--- src/rtl/uid_access_pkg.sv ---
// Shared types and constants for the UID access controller: FSM state encoding,
// the power-on authorised-UID table and the two reserved (never-matching) UIDs.
package uid_access_pkg;

    typedef enum logic [2:0] {
        ST_IDLE,
        ST_SCAN,
        ST_GRANT,
        ST_DENY,
        ST_LOCKOUT,
        ST_LEARN
    } state_t;

    localparam int TABLE_DEPTH = 16;
    localparam int TIMER_W     = 32;

    localparam logic [31:0] UID_NONE = 32'h0000_0000;
    localparam logic [31:0] UID_ALL  = 32'hFFFF_FFFF;

    // Entry 0 is the rightmost element. Slots 1 and 3 hold reserved values so
    // they can never grant until a learn cycle overwrites them.
    localparam logic [TABLE_DEPTH-1:0][31:0] DEFAULT_UIDS = {
        32'h1000_000F, 32'h1000_000E, 32'h1000_000D, 32'h1000_000C,
        32'h1000_000B, 32'h1000_000A, 32'h1000_0009, 32'h1000_0008,
        32'h1000_0007, 32'h1000_0006, 32'h1000_0005, 32'h1000_0004,
        32'hFFFF_FFFF, 32'hDEAD_BEEF, 32'h0000_0000, 32'hA1B2_C3D4
    };

    function automatic logic uid_is_valid(input logic [31:0] uid);
        return (uid != UID_NONE) && (uid != UID_ALL);
    endfunction

endpackage

--- src/rtl/uid_access_ctrl_hold_timer.sv ---
// Loadable down-counter; done is high while the count is zero, so loading N-1
// on state entry gives a state that lasts exactly N cycles.
module hold_timer #(
    parameter int W = 32
) (
    input  logic         clk,
    input  logic         rst_n,
    input  logic         load,
    input  logic [W-1:0] load_val,
    output logic         done
);

    logic [W-1:0] count;

    always_ff @(posedge clk or negedge rst_n) begin
        if (!rst_n) begin
            count <= '0;
        end else if (load) begin
            count <= load_val;
        end else if (count != '0) begin
            count <= count - W'(1);
        end
    end

    assign done = (count == '0);

endmodule

--- src/rtl/uid_access_ctrl.sv ---
// RFID door controller: sequential UID table scan, grant/deny/lockout hold states.
// Define UID_LEARN_EN to enable runtime enrolment into the UID table.
module uid_access_ctrl
    import uid_access_pkg::*;
#(
    parameter int          NUM_UIDS     = 4,
    parameter int unsigned GRANT_CYCLES = 150_000_000,
    parameter int unsigned DENY_CYCLES  = 50_000_000,
    parameter int          MAX_FAIL     = 3,
    parameter int unsigned LOCK_CYCLES  = 500_000_000,
    parameter int unsigned LEARN_CYCLES = 500_000_000
) (
    input  logic        clk,
    input  logic        rst_n,
    input  logic [31:0] UID,
    input  logic        card_OK,
    input  logic        learn_req,
    output logic        granted,
    output logic        denied,
    output logic        locked,
    output logic        relay,
    output logic        learned,
    output logic [31:0] last_uid,
    output logic [15:0] grant_cnt
);

`ifdef UID_LEARN_EN
    localparam bit LEARN_ON = 1'b1;
`else
    localparam bit LEARN_ON = 1'b0;
`endif

    localparam logic [3:0]        LAST_IDX   = 4'(NUM_UIDS - 1);
    localparam int                FAIL_W     = $clog2(MAX_FAIL + 1);
    localparam logic [FAIL_W-1:0] FAIL_LIMIT = FAIL_W'(MAX_FAIL);

    state_t               state;
    state_t               state_next;
    logic                 card_q;
    logic                 card_evt;
    logic                 accept_evt;
    logic [3:0]           scan_idx;
    logic [31:0]          slot_uid;
    logic                 match;
    logic [FAIL_W-1:0]    fail_cnt;
    logic                 timer_load;
    logic [TIMER_W-1:0]   timer_val;
    logic                 timer_done;

    assign card_evt   = card_OK && !card_q;
    assign accept_evt = card_evt && ((state == ST_IDLE) || (LEARN_ON && state == ST_LEARN));
    assign match      = (state == ST_SCAN) && uid_is_valid(last_uid) && (slot_uid == last_uid);

`ifdef UID_LEARN_EN
    logic [31:0] table_q [TABLE_DEPTH];
    logic [3:0]  wr_ptr;
    logic        learned_q;

    always_ff @(posedge clk or negedge rst_n) begin
        if (!rst_n) begin
            for (int i = 0; i < TABLE_DEPTH; i++) begin
                table_q[i] <= DEFAULT_UIDS[i];
            end
            wr_ptr    <= '0;
            learned_q <= 1'b0;
        end else begin
            learned_q <= 1'b0;
            if (state == ST_LEARN && accept_evt && uid_is_valid(UID)) begin
                table_q[wr_ptr] <= UID;
                wr_ptr          <= (wr_ptr == LAST_IDX) ? 4'd0 : wr_ptr + 4'd1;
                learned_q       <= 1'b1;
            end
        end
    end

    assign slot_uid = table_q[scan_idx];
    assign learned  = learned_q;
`else
    assign slot_uid = DEFAULT_UIDS[scan_idx];
    assign learned  = 1'b0;
`endif

    always_comb begin
        state_next = state;
        case (state)
            ST_IDLE: begin
                if (accept_evt) begin
                    state_next = ST_SCAN;
                end else if (LEARN_ON && learn_req) begin
                    state_next = ST_LEARN;
                end
            end
            ST_SCAN: begin
                if (match) begin
                    state_next = ST_GRANT;
                end else if (scan_idx == LAST_IDX) begin
                    state_next = ST_DENY;
                end
            end
            ST_GRANT: begin
                if (timer_done) state_next = ST_IDLE;
            end
            ST_DENY: begin
                if (timer_done) state_next = (fail_cnt >= FAIL_LIMIT) ? ST_LOCKOUT : ST_IDLE;
            end
            ST_LOCKOUT: begin
                if (timer_done) state_next = ST_IDLE;
            end
            ST_LEARN: begin
                // Reserved UIDs are dropped silently; the learn window stays open.
                if ((accept_evt && uid_is_valid(UID)) || timer_done) state_next = ST_IDLE;
            end
            default: state_next = ST_IDLE;
        endcase
    end

    // The timer reloads on every state change with the duration of the state entered.
    always_comb begin
        timer_load = (state_next != state);
        timer_val  = '0;
        case (state_next)
            ST_GRANT:   timer_val = TIMER_W'(GRANT_CYCLES - 1);
            ST_DENY:    timer_val = TIMER_W'(DENY_CYCLES - 1);
            ST_LOCKOUT: timer_val = TIMER_W'(LOCK_CYCLES - 1);
            ST_LEARN:   timer_val = TIMER_W'(LEARN_CYCLES - 1);
            default:    timer_val = '0;
        endcase
    end

    hold_timer #(
        .W (TIMER_W)
    ) u_hold_timer (
        .clk      (clk),
        .rst_n    (rst_n),
        .load     (timer_load),
        .load_val (timer_val),
        .done     (timer_done)
    );

    always_ff @(posedge clk or negedge rst_n) begin
        if (!rst_n) begin
            state     <= ST_IDLE;
            card_q    <= 1'b0;
            last_uid  <= '0;
            scan_idx  <= '0;
            grant_cnt <= '0;
            fail_cnt  <= '0;
        end else begin
            state  <= state_next;
            card_q <= card_OK;
            if (accept_evt) begin
                last_uid <= UID;
            end
            if (state == ST_IDLE) begin
                scan_idx <= '0;
            end else if (state == ST_SCAN) begin
                scan_idx <= scan_idx + 4'd1;
            end
            if (match) begin
                if (grant_cnt != 16'hFFFF) grant_cnt <= grant_cnt + 16'd1;
                fail_cnt <= '0;
            end else if (state == ST_SCAN && scan_idx == LAST_IDX) begin
                fail_cnt <= fail_cnt + FAIL_W'(1);
            end else if (state == ST_LOCKOUT && timer_done) begin
                fail_cnt <= '0;
            end
        end
    end

    assign granted = (state == ST_GRANT);
    assign relay   = (state == ST_GRANT);
    assign denied  = (state == ST_DENY);
    assign locked  = (state == ST_LOCKOUT);

endmodule
--- config.mk ---
export PLATFORM = sky130hd
export DESIGN_NAME = uid_access_ctrl
export DESIGN_NICKNAME = d
export VERILOG_FILES = /design/src/rtl/uid_access_pkg.sv /design/src/rtl/uid_access_ctrl_hold_timer.sv /design/src/rtl/uid_access_ctrl.sv
export SDC_FILE = /design/constraint.sdc
export NUM_CORES = 1
export LEC_CHECK = 0
export CAP_MARGIN = 15
export CORE_MARGIN = 4
export CORE_UTILIZATION = 56
export DETAILED_ROUTE_END_ITERATION = 16
export PLACE_DENSITY = 0.87
export SLEW_MARGIN = 40
export SYNTH_ARGS = -nofsm -noshare
export SYNTH_HDL_FRONTEND = slang
export SYNTH_SLANG_ARGS = --single-unit
--- constraint.sdc ---
create_clock -name clk -period 8.5 [get_ports clk]
set_input_delay 1.7 -clock clk [delete_from_list [all_inputs] [get_ports clk]]
set_output_delay 1.7 -clock clk [all_outputs]
set_load 0.02 [all_outputs]
==> impl_metrics.py <==
metrics = {
    "grt": {
        "grt_pass1_vias": 3780,
        "track_usage_pct": 23.0,
        "overflow": 0,
        "grt_pass1_wl_mm": 18.7,
        "grt_start_max_net_pins": 91,
        "antenna_found_initial": 0,
    },
    "power_and_ir_drop": {
        "p_int_mw": 1.02,
        "powerDensity_nw_per_um2": 296,
        "leakage_nw": 2.38,
        "power.net_switching_mw": 0.694,
        "seq_power_share_pct": 42.1,
        "total_power_mw": 1.72,
        "switching_share_pct": 40.4,
        "power_frac_clock_pct": 16.1,
        "p_comb_share_pct": 41.8,
        "vdd_drop_max_uv": 226,
    },
    "cts": {
        "cts_tree": "done",
        "clk_latency_ns": 0.35,
        "cts_sinks": 90,
        "numCtsBuffers": 9,
        "cts_resized": 0,
        "path_clk_slew_ns": 0.10,
        "clock-root-buffer": "clkbuf_8",
        "cts_buffer_depth": 2,
        "h-tree-depth": 3,
        "hold_buffers": 0,
        "cts_setup_buffers": 0,
    },
    "synth": {
        "synth_seq_area_share_pct": 48.0,
        "async_reset_ff_share_pct": 100,
        "ys_warn_count": 0,
        "yosysTopAreaCellShare_pct": 48.0,
        "yosysMostFrequentCell": "dfrtp_1",
        "synth_ff_type": "dfrtp_1",
        "synthTopCellsByArea": "dfrtp_1 (48%), mux2_2 (7.9%), xnor2_1 (5.8%)",
        "synth_common_cells": "dfrtp_1 (90), nor2_1 (40), mux2_2 (33), xnor2_1 (31), nand2_1 (29)",
        "syn_nets": 493,
        "synth_cell_type_count": 61,
        "syn_area_per_cell_sq_um": 10.4,
        "synth_edf_count": 0,
        "yosysTopAreaCell": "dfrtp_1",
        "netlist_area_sq_um": 4690,
        "ys_ff_latch": 90,
        "synthCells": 451,
    },
    "worst_setup_path": {
        "path_class": "reg -> out",
        "r2r_slack_ns": 5.02,
        "arrival_ns": 2.15,
        "start_kind": "register",
        "timing.rr.end": "u_hold_timer.count[10]",
        "rr_startpoint": "u_hold_timer.count[0]",
        "crit_required_ns": 6.80,
        "critPathMaxFanout": 12,
        "endpoint": "denied",
        "critPathLaunch": "state[1]",
        "end_kind": "output pin",
        "reg2regPathDepth": 10,
    },
    "route": {
        "first_pass_iters": 4,
        "drtIter0Drc": 200,
        "routedWlPerCell_um": 17.3,
        "drt_wl_total_mm": 11.1,
        "routed-via-count": 3779,
        "antenna_left": 0,
        "via_per_inst": 5.89,
        "route.detailed.drc": 0,
    },
    "sta": {
        "relSlewSlack_pct": 47.4,
        "max_freq_mhz": 260,
        "fin_skew_ns": 0.0137,
        "min_period_ns": 3.85,
        "tightest_slew_ns": 0.784,
        "period_share_pct": 45.3,
        "rsz0062_at_grt": "false",
        "maxSlewViolCount": 0,
        "finalSetupViolCount": 0,
        "tns_ns": 0,
        "final_hold_viol_count": 0,
    },
    "job": {
        "cap_violations": 0,
    },
    "finish": {
        "nNetsFinal": 574,
        "drive_gt1_share_pct": 12.5,
        "area_growth_pct": 23.4,
        "antenna_cells": 0,
    },
    "die": {
        "start_util_pct": 57.4,
        "fp.dieArea_sq_um": 9910,
        "core-area_sq_um": 8180,
        "die_y_um": 99.6,
        "ioPinCount": 89,
        "die_x_um": 99.6,
        "placementRows": 33,
    },
    "place": {
        "portBuffers": 86,
        "place_congestion": 0.890,
        "post-dp-hpwl_mm": 7.99,
    },
    "run_status": {
        "outcome": "completed",
    },
    "min_path": {
        "hold_class": "reg -> reg",
    },
}
## cell type report
type	instances	area [sq um]
Fill cell	585	2380
Inverter	6	22.5
Sequential cell	90	2250
Tap cell	105	131
Timing Repair Buffer	87	872
Clock inverter	7	58.8
Clock buffer	9	124
Multi-Input combinational cell	338	2330
## kinds of logic after synthesis
| group | after synthesis | synth area share (%) |
|---|---|---|
| AND/OR/NAND/NOR | 185 | 22.0 |
| buffers and inverters | 23 | 2.35 |
| adder cells (fa/ha/maj) | 6 | 1.60 |
| AO/OA/AOI/OAI | 67 | 9.46 |
| XOR/XNOR | 46 | 8.58 |
| other | 1 | 0.0799 |
| multiplexers | 33 | 7.92 |
| flip-flops | 90 | 48.0 |
## layout by cell type, fill, tap and decap left out, types with 2 or more instances in the layout
cell type         n
a211oi_1          4
nand2_1          29
and3b_1           2
nor3b_1           4
nand4_1          10
or2_2             4
nor3_1           16
nor2_1           40
xnor2_1          31
inv_6             3
xor2_1           15
and2_1            4
clkdlybuf4s50_1  85
dfrtp_1          90
nand3_1          17
nand2b_1          2
nand3b_1          4
and3_1            7
nor2b_1           3
mux2_2           33
a31oi_1           9
or4_1             5
o21ai_0          15
nor4_1           13
or4_4             3
or3_1             5
nor4b_1           2
ha_1              6
o2111ai_1         2
clkbuf_8         10
inv_1             6
a21oi_1          19
and4_1            7
## worst max-delay path: stages (launching register included)
cell and delay (ns):
dfrtp_1 0.57, nor2b_1 0.38, and2_1 0.24, clkdlybuf4s50_1 0.62
## routing by layer
| metal | part of all wire (%) | global-route usage [%] | up-vias |
|---|---|---|---|
| li1 | - | - | 1791 |
| met1 | 44 | 31.2 | 1857 |
| met2 | 48 | 37.3 | 112 |
| met3 | 6.5 | 6.31 | 19 |
| met4 | 0.88 | 4.94 | 0 |
| met5 | 0 | 0 | - |
## through the flow
step	utilization [%]	instance area, sq um	hold WS, ns	std cells	setup WS, ns
floorplan	-	4690	0.502	451	5.30
global placement	68.5	5600	0.475	626	4.48
detailed placement	68.6	5610	0.479	626	4.43
CTS	70.8	5790	0.494	642	4.66
global route	70.9	5790	0.515	642	4.56
finish	70.9	5790	0.495	642	4.65
## power groups by stage
stage	Combinational (mW)	Sequential (mW)	Clock (mW)
6_report	0.718	0.723	0.277
2_1_floorplan	0.369	0.769	0
3_3_place_gp	0.699	0.714	0
3_5_place_dp	0.716	0.725	0
5_1_grt	0.775	0.742	0.300
4_1_cts	0.722	0.718	0.280
## worst min path at each step
stage                                 startpoint                     end  slack (ns)  cells past startpoint
after floorplan           u_hold_timer.count[30]  u_hold_timer.count[30]        0.50                      2
after global placement             grant_cnt[13]           grant_cnt[13]        0.48                      1
after detailed placement            grant_cnt[4]            grant_cnt[4]        0.48                      1
after CTS                           grant_cnt[4]            grant_cnt[4]        0.49                      1
after global routing                grant_cnt[4]            grant_cnt[4]        0.52                      1
final                               grant_cnt[4]            grant_cnt[4]        0.49                      1
## state kept, by name (all words and copies together), names as in the netlist
signal	count
last_uid	32
fail_cnt	2
card_q	1
grant_cnt	16
state	3
u_hold_timer.count	32
scan_idx	4
No activity file was read; power rests on OpenSTA's default activity.
